$ cat src/rtl/em_box_renderer.sv
// Renders a solid square that bounces around the active area, one move per frame,
// behind a fixed 2-cycle pipeline that keeps colour aligned with the delayed syncs.
module em_box_renderer #(
  parameter int unsigned H_ACTIVE = 640,
  parameter int unsigned V_ACTIVE = 480,
  parameter int unsigned BOX_SIZE = 32,
  parameter int unsigned STEP     = 2,
  parameter logic [23:0] FG_COLOR = 24'hFF_FF_00,
  parameter logic [23:0] BG_COLOR = 24'h00_00_40
) (
  input  logic        pll_clk,
  input  logic        reset_P,
  input  logic [11:0] horz_count,
  input  logic [11:0] vert_count,
  input  logic        horz_sync,
  input  logic        vert_sync,
  input  logic        v_on,
  input  logic        pause,
  output logic [7:0]  VGA_R,
  output logic [7:0]  VGA_G,
  output logic [7:0]  VGA_B,
  output logic        VGA_HS,
  output logic        VGA_VS,
  output logic        VGA_BLANK_N,
  output logic [15:0] frame_count
);

  localparam logic [12:0] HA   = 13'(H_ACTIVE);
  localparam logic [12:0] VA   = 13'(V_ACTIVE);
  localparam logic [12:0] BS   = 13'(BOX_SIZE);
  localparam logic [12:0] ST   = 13'(STEP);
  localparam logic [12:0] HMAX = 13'(H_ACTIVE - BOX_SIZE);
  localparam logic [12:0] VMAX = 13'(V_ACTIVE - BOX_SIZE);

  typedef enum logic {RUN, PAUSED} state_t;

  state_t      state_q;
  logic [11:0] box_x_q, box_x_d, box_y_q, box_y_d;
  logic        dx_q, dx_d, dy_q, dy_d;
  logic [15:0] frame_count_q;

  logic        hs1_q, vs1_q, von1_q, inside1_q, inside_d;
  logic        hs2_q, vs2_q, von2_q;
  logic [23:0] rgb_q, rgb_d;

  logic        tick;
  logic [12:0] nx, ny, hx, vy, bx, by;

  assign tick = (horz_count == '0) && ({1'b0, vert_count} == VA);

  // Next position assuming a move happens; 13-bit sums cannot overflow.
  always_comb begin
    nx      = {1'b0, box_x_q} + ST;
    ny      = {1'b0, box_y_q} + ST;
    box_x_d = box_x_q;
    dx_d    = dx_q;
    box_y_d = box_y_q;
    dy_d    = dy_q;
    if (!dx_q) begin
      if (nx + BS >= HA) begin
        box_x_d = HMAX[11:0];
        dx_d    = 1'b1;
      end else begin
        box_x_d = nx[11:0];
      end
    end else if ({1'b0, box_x_q} <= ST) begin
      box_x_d = '0;
      dx_d    = 1'b0;
    end else begin
      box_x_d = box_x_q - ST[11:0];
    end
    if (!dy_q) begin
      if (ny + BS >= VA) begin
        box_y_d = VMAX[11:0];
        dy_d    = 1'b1;
      end else begin
        box_y_d = ny[11:0];
      end
    end else if ({1'b0, box_y_q} <= ST) begin
      box_y_d = '0;
      dy_d    = 1'b0;
    end else begin
      box_y_d = box_y_q - ST[11:0];
    end
  end

  // Entering PAUSED suppresses the move; leaving it moves on the same tick.
  always_ff @(posedge pll_clk) begin
    if (reset_P) begin
      state_q       <= RUN;
      box_x_q       <= '0;
      box_y_q       <= '0;
      dx_q          <= 1'b0;
      dy_q          <= 1'b0;
      frame_count_q <= '0;
    end else if (tick) begin
      frame_count_q <= frame_count_q + 16'd1;
      if (pause) begin
        state_q <= PAUSED;
      end else begin
        state_q <= RUN;
        box_x_q <= box_x_d;
        box_y_q <= box_y_d;
        dx_q    <= dx_d;
        dy_q    <= dy_d;
      end
    end
  end

  always_comb begin
    hx       = {1'b0, horz_count};
    vy       = {1'b0, vert_count};
    bx       = {1'b0, box_x_q};
    by       = {1'b0, box_y_q};
    inside_d = (hx >= bx) && (hx < bx + BS) && (vy >= by) && (vy < by + BS);
  end

  always_comb begin
    rgb_d = '0;
    if (von1_q) rgb_d = inside1_q ? FG_COLOR : BG_COLOR;
  end

  always_ff @(posedge pll_clk) begin
    if (reset_P) begin
      hs1_q     <= 1'b1;
      vs1_q     <= 1'b1;
      von1_q    <= 1'b0;
      inside1_q <= 1'b0;
      hs2_q     <= 1'b1;
      vs2_q     <= 1'b1;
      von2_q    <= 1'b0;
      rgb_q     <= '0;
    end else begin
      hs1_q     <= horz_sync;
      vs1_q     <= vert_sync;
      von1_q    <= v_on;
      inside1_q <= inside_d;
      hs2_q     <= hs1_q;
      vs2_q     <= vs1_q;
      von2_q    <= von1_q;
      rgb_q     <= rgb_d;
    end
  end

  assign VGA_R       = rgb_q[23:16];
  assign VGA_G       = rgb_q[15:8];
  assign VGA_B       = rgb_q[7:0];
  assign VGA_HS      = hs2_q;
  assign VGA_VS      = vs2_q;
  assign VGA_BLANK_N = von2_q;
  assign frame_count = frame_count_q;

endmodule

$ cat config.mk
export PLATFORM = sky130hd
export DESIGN_NAME = em_box_renderer
export DESIGN_NICKNAME = d
export VERILOG_FILES = /design/src/rtl/em_box_renderer.sv
export SDC_FILE = /design/constraint.sdc
export NUM_CORES = 1
export LEC_CHECK = 0
export BUFFER_PORTS_ARGS = -buffer_cell sky130_fd_sc_hd__buf_2
export CAP_MARGIN = 20
export CELL_PAD_IN_SITES_DETAIL_PLACEMENT = 1
export CELL_PAD_IN_SITES_GLOBAL_PLACEMENT = 1
export CORE_AREA = 2 2 117 90
export DETAILED_ROUTE_END_ITERATION = 8
export DIE_AREA = 0 0 119 92
export PLACE_DENSITY = 0.9
export RECOVER_POWER = 25
export SYNTH_ARGS = -nofsm -noshare
export SYNTH_HDL_FRONTEND = slang
export SYNTH_SLANG_ARGS = --single-unit
$ cat constraint.sdc
create_clock -name pll_clk -period 5 [get_ports pll_clk]
set_input_delay 1.5 -clock pll_clk [delete_from_list [all_inputs] [get_ports pll_clk]]
set_output_delay 1.5 -clock pll_clk [all_outputs]
set_load 0.03 [all_outputs]
==> summary.txt, run 1 <==
STA
  • Setup TNS Final: 0 ps
  • Worst Skew: 4.03 ps
  • Crit share post-route: 0.783
  • Slew @ Worst Pin: 2160 ps
  • Minimum clock period: 3910 ps
  • Worst setup margin: 1090 ps
  • Final hold vios: 0
  • Rel. slew slack: -0.441
  • Fmax: 0.255 GHz
  • Final setup vio count: 0
  • Unrepaired setup endpoints after global routing: false
  • Final Max Slew Viols: 49

Clock network
  • CTS Buf Count: 5
  • Clock sink count: 49
  • Clk Latency, worst-skew pair: 300 ps
  • Post-cts resize count: 0
  • Setup repair bufs after CTS: 0
  • Root Buffer: clkbuf_16
  • Hold bufs inserted after CTS: 0
  • Clk pin slew, worst setup/hold paths: 70 ps
  • CTS tree: yes
  • CTS H-tree lvls: 2
  • Clock buffer depth: 2

Route
  • Vias per cell: 5.98
  • DRC viols: 0
  • Vias: 4302
  • Pre-antenna DRT Iters: 4
  • Post-DR wirelength/cell: 18.4 um
  • Remaining antenna violation count: 0
  • Initial DRC Count: 247
  • Drt total wl: 13.2 mm

Placed design
  • GP Congestion: 0.870
  • IO Port Bufs: 65
  • DP HPWL: 10.3 mm
  • Dpl ws: 954 ps

GRT
  • Met3 Resource Use GR: 0.0417
  • Largest net degree at the start of global routing: 49
  • First-pass GRT wire length: 21.5 mm
  • Global-route usage over all layers: 0.244
  • Initial antenna violation count: 0
  • Vias in the first global route: 4202
  • Met2 global-route usage: 0.395
  • Remaining global-route overflow: 0
  • Most Crowded Layer GR: met2
  • M1 GR Usage: 0.339

Layout
  • Synth-to-Final Area Change: 8.56%
  • Nets: 662
  • FF+latch area: 981 um^2
  • Area of the multi-input gates: 0.00294 mm^2
  • Antenna cells: 0
  • Share of post-route cells with drive strength above 1: 0.123
  • Fill count: 1267

Logic synthesis
  • Cells after Synth: 554
  • Simple-Gate Fraction of Synth Area: 0.231
  • Area fraction of the dominant cell type after synthesis: 0.227
  • Count leader, synth: ha_1
  • Asr flop ratio synth: 0
  • Synth Area in Compound Gates: 0.211
  • EDFF count, synth: 0
  • Most frequent cells after synthesis: ha_1, dfxtp_1, nor2_1
  • Top FF cell, synth: dfxtp_1
  • Post-synthesis mux area share: 0.00463
  • Sequential share of the synthesized area: 0.227
  • Post-synthesis xor/xnor area fraction: 0.0810
  • Synth unique cells: 55
  • Yosys warning count: 0
  • Post-synthesis register bit count: 49
  • Area leader, netlist: dfxtp_1
  • Mean area per synthesized cell: 7.81 um^2
  • Adder-cell share of the synthesized area: 0.145
  • Largest family of logic cells by synthesized area: simple AND/OR/NAND/NOR gates
  • Cell Area, Synth: 0.00433 mm^2
  • Synth area leaders: dfxtp_1, ha_1, xnor2_1, buf_4, nor2_1

Critical path
  • Most used cell, CP: buf_4
  • Worst endpoint required time: 5200 ps
  • Max Fanout on Critical Path: 15
  • Cell breakdown of the critical path: buf_2 -> nor4bb_1 -> nand2_1 -> nor3_1 -> buf_4 -> nand2b_1 -> buf_4 -> nor2_1 -> nand3_1 -> a21oi_1
  • Max incr delay on CP: 710 ps
  • Crit path capture type: flip-flop
  • Crit-path leading delay family: simple AND/OR/NAND/NOR gates
  • Worst path bufs/invs: 3
  • Worst Setup Path Type: primary input to flip-flop
  • WP data arrival: 4110 ps
  • Startpoint types: primary input
  • Slowest-stage cell, CP: nor4bb_1

Die
  • IO Count: 73
  • Row cnt: 32
  • Die X: 119 um
  • Initial Util: 0.434
  • Die area: 0.0109 mm^2
  • Core Area: 0.00997 mm^2
  • Die H: 92 um

Pwr
  • P_leak: 1.82 nW
  • PwrDens: 179 mW/mm^2
  • Max IR drop VDD: 0.120 mV

Hold path
  • Worst min-delay path class: flip-flop to flip-flop

Outcome
  • Violated checks: capacitance limit, slew limit
  • Status: finished with violations

Job
  • Max-Cap Viols: 1
final cells by class:
type,count,share of cell area
clock inverters,2,0.00373
clock buffers,6,0.0296
repair buffers,68,0.0701
inverters,31,0.0248
multi-input cells,427,0.627
well taps,136,0.0362
flip-flops and latches,49,0.209
report_power, final:
group	leakage [nW]	total (mW)	switching (mW)	internal, mW
clock	0.0775	0.370	0.167	0.202
sequential	0.396	0.393	0.000845	0.393
combinational	1.35	0.0791	0.0487	0.0304
flip-flops by register name, indices dropped and copies added (netlist names):
name / flops
VGA_BLANK_N: 1
frame_count: 16
von1_q: 1
dx_q: 1
box_x_q: 11
vs1_q: 1
VGA_HS: 1
inside1_q: 1
box_y_q: 11
dy_q: 1
VGA_VS: 1
hs1_q: 1
rgb_q: 2
cells by family (layout without fill, tap and decap cells):
kind of cell,Yosys count,count (layout)
AND/OR/NAND/NOR,188,188
adder cells (fa/ha/maj),50,50
flip-flops,49,49
XOR/XNOR,40,40
other,1,7
buffers and inverters,84,107
multiplexers,2,2
AO/OA/AOI/OAI,140,140
path summary, 6_finish.rpt:
| check | start | end | slack, ps | cells past startpoint |
|---|---|---|---|---|
| setup / recovery | vert_count[7] | box_y_q[10] | 1090 | 10 |
| hold / removal | hs1_q | VGA_HS | 410 | 1 |
| setup reg to reg | box_y_q[1] | box_y_q[7] | 1350 | 12 |
| hold reg to reg | hs1_q | VGA_HS | 410 | 1 |
through the flow:
stage	area [um^2]	power (mW)	instances	hold WS (ps)	utilization
floorplan	4350	0.453	560	383	-
global placement	4560	0.475	711	392	0.457
detailed placement	4560	0.482	711	400	0.457
CTS	4720	0.845	719	417	0.473
global route	4700	0.870	719	434	0.471
finish	4700	0.842	719	415	0.471
routing by layer:
layer  part of all wire  vias up
li1                   -     2019
met1               0.48     2113
met2               0.45      154
met3              0.062       16
met4              0.010        0
met5                  0        -
placed cells by master (no fill, tap or decap), types with 3 or more instances in the layout:
| master | count |
|---|---|
| nand4_1 | 14 |
| or2_2 | 5 |
| nor3_1 | 15 |
| nor4_1 | 10 |
| or3_1 | 5 |
| ha_1 | 50 |
| conb_1 | 7 |
| a21o_1 | 3 |
| a21oi_1 | 33 |
| a31oi_1 | 7 |
| dfxtp_1 | 49 |
| o211ai_1 | 11 |
| nand3_1 | 24 |
| o21a_1 | 13 |
| nand2b_1 | 8 |
| clkbuf_1 | 15 |
| or4_1 | 5 |
| inv_1 | 30 |
| a211oi_1 | 9 |
| clkbuf_16 | 5 |
| and3_1 | 10 |
| buf_4 | 3 |
| o31ai_1 | 5 |
| nor2_1 | 46 |
| buf_2 | 50 |
| nor2b_1 | 7 |
| a221oi_1 | 9 |
| and2_1 | 4 |
| nand2_1 | 25 |
| o21ai_0 | 31 |
| xnor2_1 | 29 |
| xor2_1 | 11 |
| o21bai_1 | 4 |
Power figures use the tool's default switching activity.
==> run 2: changes to the inputs <==
- CORE_AREA: 2 2 117 90 -> 2 2 121 93
- DIE_AREA: 0 0 119 92 -> 0 0 123 95
- PLACE_DENSITY: 0.9 -> 0.85
- clock period: 5 -> 3.95 ns (I/O delays scaled with it)
==> summary.txt, run 2 (synthesized netlist as in run 1, its figures left out) <==
Placed design
  • IO Port Bufs: 65 (unchanged)
  • GP Congestion: 0.976 (was 0.870)
  • DP HPWL: 9.98 mm (was 10.3 mm)
  • Placed cell area: 0.00459 mm^2 (was 0.00456 mm^2)
  • Dpl ws: 617 ps (was 954 ps)

Route
  • DRC viols: 0 (unchanged)
  • Remaining antenna violation count: 0 (unchanged)
  • Routed wl met3: 1.07 mm (was 816 um)
  • Drt total wl: 13.1 mm (was 13.2 mm)
  • Met2 Wirelength: 5.72 mm (was 5.91 mm)
  • Initial DRC Count: 205 (was 247)
  • Vias per cell: 5.85 (was 5.98)
  • Wl on met1: 6.14 mm (was 6.36 mm)
  • Vias: 4249 (was 4302)
  • Post-DR wirelength/cell: 18.0 um (was 18.4 um)
  • Top layer in use: met4 (unchanged)
  • Pre-antenna DRT Iters: 4 (unchanged)

Pwr
  • PwrDens: 225 mW/mm^2 (was 179 mW/mm^2)
  • Register share of total power: 0.469 (was 0.467)
  • P_leak: 1.84 nW (was 1.82 nW)
  • Max IR drop VDD: 0.144 mV (was 0.120 mV)
  • Internal power: 0.792 mW (was 0.625 mW)
  • Clk network pwr share: 0.438 (was 0.439)
  • Sw Ratio: 0.255 (was 0.258)
  • Logic gate share of total power: 0.093 (was 0.094)
  • Net Switching: 0.271 mW (was 0.217 mW)

STA
  • Worst setup margin: 487 ps (was 1090 ps)
  • Final setup vio count: 0 (unchanged)
  • Fmax: 0.289 GHz
  • Worst Skew: 4.87 ps (was 4.03 ps)
  • Unrepaired setup endpoints after global routing: false (unchanged)
  • Setup TNS Final: 0 ps (unchanged)
  • Crit share post-route: 0.877
  • Final hold vios: 0 (unchanged)
  • Final Max Slew Viols: 49 (unchanged)
  • Hold Slack: 404 ps (was 415 ps)
  • Minimum clock period: 3460 ps
  • Rel. slew slack: -0.525 (was -0.441)
  • Slew @ Worst Pin: 2290 ps (was 2160 ps)

Clock network
  • CTS H-tree lvls: 2 (unchanged)
  • Root Buffer: clkbuf_16 (unchanged)
  • Clk pin slew, worst setup/hold paths: 70 ps (about the same)
  • Hold bufs inserted after CTS: 0 (unchanged)
  • Setup repair bufs after CTS: 0 (unchanged)
  • CTS Buf Count: 5 (unchanged)
  • Post-cts resize count: 0 (unchanged)
  • Clock buffer depth: 2 (unchanged)
  • Clk Latency, worst-skew pair: 300 ps (about the same)
  • CTS tree: yes (unchanged)
  • Clock sink count: 49 (unchanged)

GRT
  • Remaining global-route overflow: 0 (unchanged)
  • Vias in the first global route: 4228 (was 4202)
  • Global-route usage over all layers: 0.232 (was 0.244)
  • Initial antenna violation count: 0 (unchanged)
  • Largest net degree at the start of global routing: 49 (unchanged)
  • First-pass GRT wire length: 21.5 mm (about the same)

Die
  • Die H: 95 um (was 92 um)
  • IO Count: 73 (unchanged)
  • Core Area: 0.0107 mm^2 (was 0.00997 mm^2)
  • Die X: 123 um (was 119 um)
  • Initial Util: 0.406 (was 0.434)
  • Row cnt: 33 (was 32)
  • Die area: 0.0117 mm^2 (was 0.0109 mm^2)

Job
  • Max-Cap Viols: 1 (unchanged)

Critical path
  • Worst endpoint required time: 4120 ps (was 5200 ps)
  • Worst Setup Path Type: flip-flop to flip-flop (was primary input to flip-flop)
  • Crit path capture type: flip-flop (unchanged)
  • WP data arrival: 3640 ps (was 4110 ps)
  • Startpoint types: flip-flop (was primary input)
  • Max Fanout on Critical Path: 10 (was 15)

Layout
  • Synth-to-Final Area Change: 9.20% (was 8.56%)
  • Nets: 665 (was 662)
  • Max reg flops: 16 (unchanged)
  • Final instance area: 0.00472 mm^2 (was 0.00470 mm^2)
  • Fill count: 1351 (was 1267)
  • Commonest non-fill, non-tap cells in the layout: ha_1, buf_2, dfxtp_1 (unchanged)
  • Share of post-route cells with drive strength above 1: 0.128 (was 0.123)
  • Antenna cells: 0 (unchanged)

Outcome
  • Status: finished with violations (unchanged)
  • Violated checks: capacitance limit, slew limit (unchanged)

Hold path
  • Worst min-delay path class: flip-flop to flip-flop (unchanged)
==> run 2: cell count changes in the layout (fill, tap and decap cells not counted), sizes merged <==
cell and change:
buf +3
==> run 2: final timing paths <==
| check | startpoint | endpoint | slack (ps) | cells past startpoint |
|---|---|---|---|---|
| min | inside1_q | rgb_q[6] | 400 | 1 |
| max | box_y_q[2] | box_y_q[8] | 490 | 12 |
| max reg2reg | box_y_q[2] | box_y_q[8] | 490 | 12 |
| min reg2reg | inside1_q | rgb_q[6] | 400 | 1 |
==> run 2: power groups by stage <==
stage / Sequential, mW / Combinational, mW / Clock (mW)
finish: 0.498 / 0.0990 / 0.466
global route: 0.498 / 0.112 / 0.498
CTS: 0.498 / 0.100 / 0.474
detailed placement: 0.510 / 0.0994 / 0
global placement: 0.509 / 0.0930 / 0
floorplan: 0.513 / 0.0612 / 0
==> run 2: metrics by stage <==
step           cells   util  power [mW]
2_1_floorplan    560      -       0.574
3_3_place_gp     718  0.431       0.602
3_5_place_dp     718  0.431       0.609
4_1_cts          726  0.445        1.07
5_1_grt          726  0.444        1.11
6_report         726  0.444        1.06
==> run 2: per-layer routing <==
| metal | global-route usage | up-vias |
|---|---|---|
| li1 | - | 2030 |
| met1 | 0.311 | 2055 |
| met2 | 0.382 | 151 |
| met3 | 0.0562 | 13 |
| met4 | 0.0445 | 0 |
| met5 | 0 | - |
==> run 2: cell type report <==
class	instances	area [um^2]	share of cell area
inverters	31	116	0.0246
clock inverters	2	17.5	0.00371
well taps	140	175	0.0371
multi-input cells	427	2940	0.623
flip-flops and latches	49	981	0.208
repair buffers	71	352	0.0744
clock buffers	6	139	0.0294
==> run 2: critical path: stages, from the launching register on <==
cell and delay, ps:
dfxtp_1 510, ha_1 350, nand3_1 220, and2_1 260, nor2_1 140, inv_1 60
ha_1 230, nor3_1 200, nand2_1 80, a211oi_1 590, o21bai_1 230, and2_1 230
a221oi_1 250
==> run 3: changes to the inputs <==
- CORE_AREA: 2 2 121 93 -> 2 2 125 97
- DIE_AREA: 0 0 123 95 -> 0 0 127 99
- PLACE_DENSITY: 0.85 -> 0.8
==> summary.txt, run 3 (synthesized netlist as in run 1, its figures left out) <==
Outcome
  • Status: finished with violations (unchanged)
  • Violated checks: capacitance limit, slew limit (unchanged)

STA
  • Final hold vios: 0 (unchanged)
  • Slew @ Worst Pin: 2240 ps (was 2290 ps)
  • Worst Skew: 8.19 ps (was 4.87 ps)
  • Fmax: 0.299 GHz (was 0.289 GHz)
  • Hold Slack: 405 ps (was 404 ps)
  • Minimum clock period: 3340 ps (was 3460 ps)
  • Final Max Slew Viols: 49 (unchanged)
  • Crit share post-route: 0.847 (was 0.877)
  • Final setup vio count: 0 (unchanged)
  • Rel. slew slack: -0.495 (was -0.525)
  • Unrepaired setup endpoints after global routing: false (unchanged)
  • Setup TNS Final: 0 ps (unchanged)

Pwr
  • P_leak: 1.83 nW (was 1.84 nW)
  • Logic gate share of total power: 0.096 (was 0.093)
  • Sw Ratio: 0.252 (was 0.255)
  • Internal power: 0.768 mW (was 0.792 mW)
  • Max IR drop VDD: 0.197 mV (was 0.144 mV)
  • Net Switching: 0.259 mW (was 0.271 mW)
  • Register share of total power: 0.485 (was 0.469)
  • PwrDens: 218 mW/mm^2 (was 225 mW/mm^2)
  • Clk network pwr share: 0.419 (was 0.438)
  • Power, Total: 1.03 mW (was 1.06 mW)

Layout
  • Share of post-route cells with drive strength above 1: 0.126 (was 0.128)
  • Nets: 666 (was 665)
  • Max reg flops: 16 (unchanged)
  • Synth-to-Final Area Change: 9.11% (was 9.20%)
  • Fill count: 1405 (was 1351)
  • Most common cell after layout, fill and taps aside: ha_1
  • Antenna cells: 0 (unchanged)
  • Commonest non-fill, non-tap cells in the layout: ha_1, dfxtp_1, buf_2 (was ha_1, buf_2, dfxtp_1)

GRT
  • Global-route usage over all layers: 0.212 (was 0.232)
  • First-pass GRT wire length: 21.7 mm (was 21.5 mm)
  • Vias in the first global route: 4283 (was 4228)
  • Remaining global-route overflow: 0 (unchanged)
  • Largest net degree at the start of global routing: 49 (unchanged)
  • Initial antenna violation count: 0 (unchanged)

Clock network
  • CTS Buf Count: 5 (unchanged)
  • Clk Latency, worst-skew pair: 300 ps (about the same)
  • Clock sink count: 49 (unchanged)
  • Post-cts resize count: 0 (unchanged)
  • Setup repair bufs after CTS: 0 (unchanged)
  • Clk pin slew, worst setup/hold paths: 70 ps (about the same)
  • Hold bufs inserted after CTS: 0 (unchanged)
  • Root Buffer: clkbuf_16 (unchanged)
  • CTS tree: yes (unchanged)
  • CTS H-tree lvls: 2 (unchanged)
  • Clock buffer depth: 2 (unchanged)

Critical path
  • Cell breakdown of the critical path: ha_1 -> nand3_1 -> and2_1 -> nor2_1 -> inv_1 -> ha_1 -> nor3_1 -> nand2_1 -> a211oi_1 -> o21bai_1 -> and2_1 -> a221oi_1 (unchanged)
  • Startpoint types: flip-flop (unchanged)
  • Max Fanout on Critical Path: 10 (unchanged)
  • Worst path bufs/invs: 1 (unchanged)
  • WP data arrival: 3510 ps (was 3640 ps)
  • Worst endpoint required time: 4120 ps (about the same)
  • Crit-path leading delay family: simple AND/OR/NAND/NOR gates (unchanged)
  • Crit path capture type: flip-flop (unchanged)
  • Slowest-stage cell, CP: a211oi_1 (unchanged)
  • Max incr delay on CP: 560 ps (was 590 ps)
  • Worst Setup Path Type: flip-flop to flip-flop (unchanged)

Route
  • Remaining antenna violation count: 0 (unchanged)
  • Met2 Wirelength: 5.59 mm (was 5.72 mm)
  • Top layer in use: met4 (unchanged)
  • Drt total wl: 13.1 mm (about the same)
  • Pre-antenna DRT Iters: 5 (was 4)
  • Initial DRC Count: 215 (was 205)
  • Vias per cell: 5.79 (was 5.85)
  • Wl on met1: 6.32 mm (was 6.14 mm)
  • Post-DR wirelength/cell: 17.9 um (was 18.0 um)
  • DRC viols: 0 (unchanged)
  • Vias: 4226 (was 4249)
  • Routed wl met3: 998 um (was 1.07 mm)

Placed design
  • GP Congestion: 0.930 (was 0.976)
  • IO Port Bufs: 65 (unchanged)
  • DP HPWL: 10.1 mm (was 9.98 mm)

Die
  • Initial Util: 0.382 (was 0.406)
  • IO Count: 73 (unchanged)
  • Row cnt: 34 (was 33)
  • Core Area: 0.0113 mm^2 (was 0.0107 mm^2)
  • Die X: 127 um (was 123 um)
  • Die H: 99 um (was 95 um)
  • Die area: 0.0126 mm^2 (was 0.0117 mm^2)

Hold path
  • Worst min-delay path class: flip-flop to flip-flop (unchanged)

Job
  • Max-Cap Viols: 1 (unchanged)
## run 3: cell types whose count changed in the layout (fill, tap and decap cells not counted)
cell	previous run	this run
clkbuf_8	1	0
buf_4	6	7
clkbuf_1	15	16
clkinvlp_4	0	1
inv_6	1	0
buf_2	50	49
## run 3: area by class of cell
type	instances	area (um^2)	area share
clock buffers	5	125	0.0265
clock inverters	2	16.3	0.00345
inverters	31	116	0.0246
multi-input cells	427	2940	0.624
flip-flops and latches	49	981	0.208
well taps	144	180	0.0382
repair buffers	72	358	0.0758
## run 3: final timing paths
check	startpoint	endpoint	slack, ps	cells after the start
worst max-delay path	box_y_q[2]	box_y_q[8]	610	12
worst min-delay path	inside1_q	rgb_q[6]	400	1
worst max register to register	box_y_q[2]	box_y_q[8]	610	12
worst min register to register	inside1_q	rgb_q[6]	400	1
## run 3: power groups by stage
stage                     Clock (mW)  Combinational (mW)  Sequential, mW
final                          0.430              0.0989           0.498
after global routing           0.457               0.112           0.498
after CTS                      0.438              0.0999           0.498
after detailed placement           0              0.0989           0.510
after global placement             0              0.0930           0.510
after floorplan                    0              0.0612           0.513
## run 3: metal layers
layer,vias to the layer above,GRT usage
li1,2030,-
met1,2031,0.302
met2,152,0.329
met3,13,0.0472
met4,0,0.0431
met5,-,0
## run 3: through the flow
stage | utilization | cell area (um^2) | setup WS [ps] | std cells
after detailed placement | 0.406 | 4600 | 582 | 723
after global placement | 0.406 | 4600 | 740 | 723
final | 0.417 | 4720 | 605 | 730
after global routing | 0.417 | 4720 | 213 | 730
after CTS | 0.419 | 4740 | 605 | 730
after floorplan | - | 4350 | 861 | 560
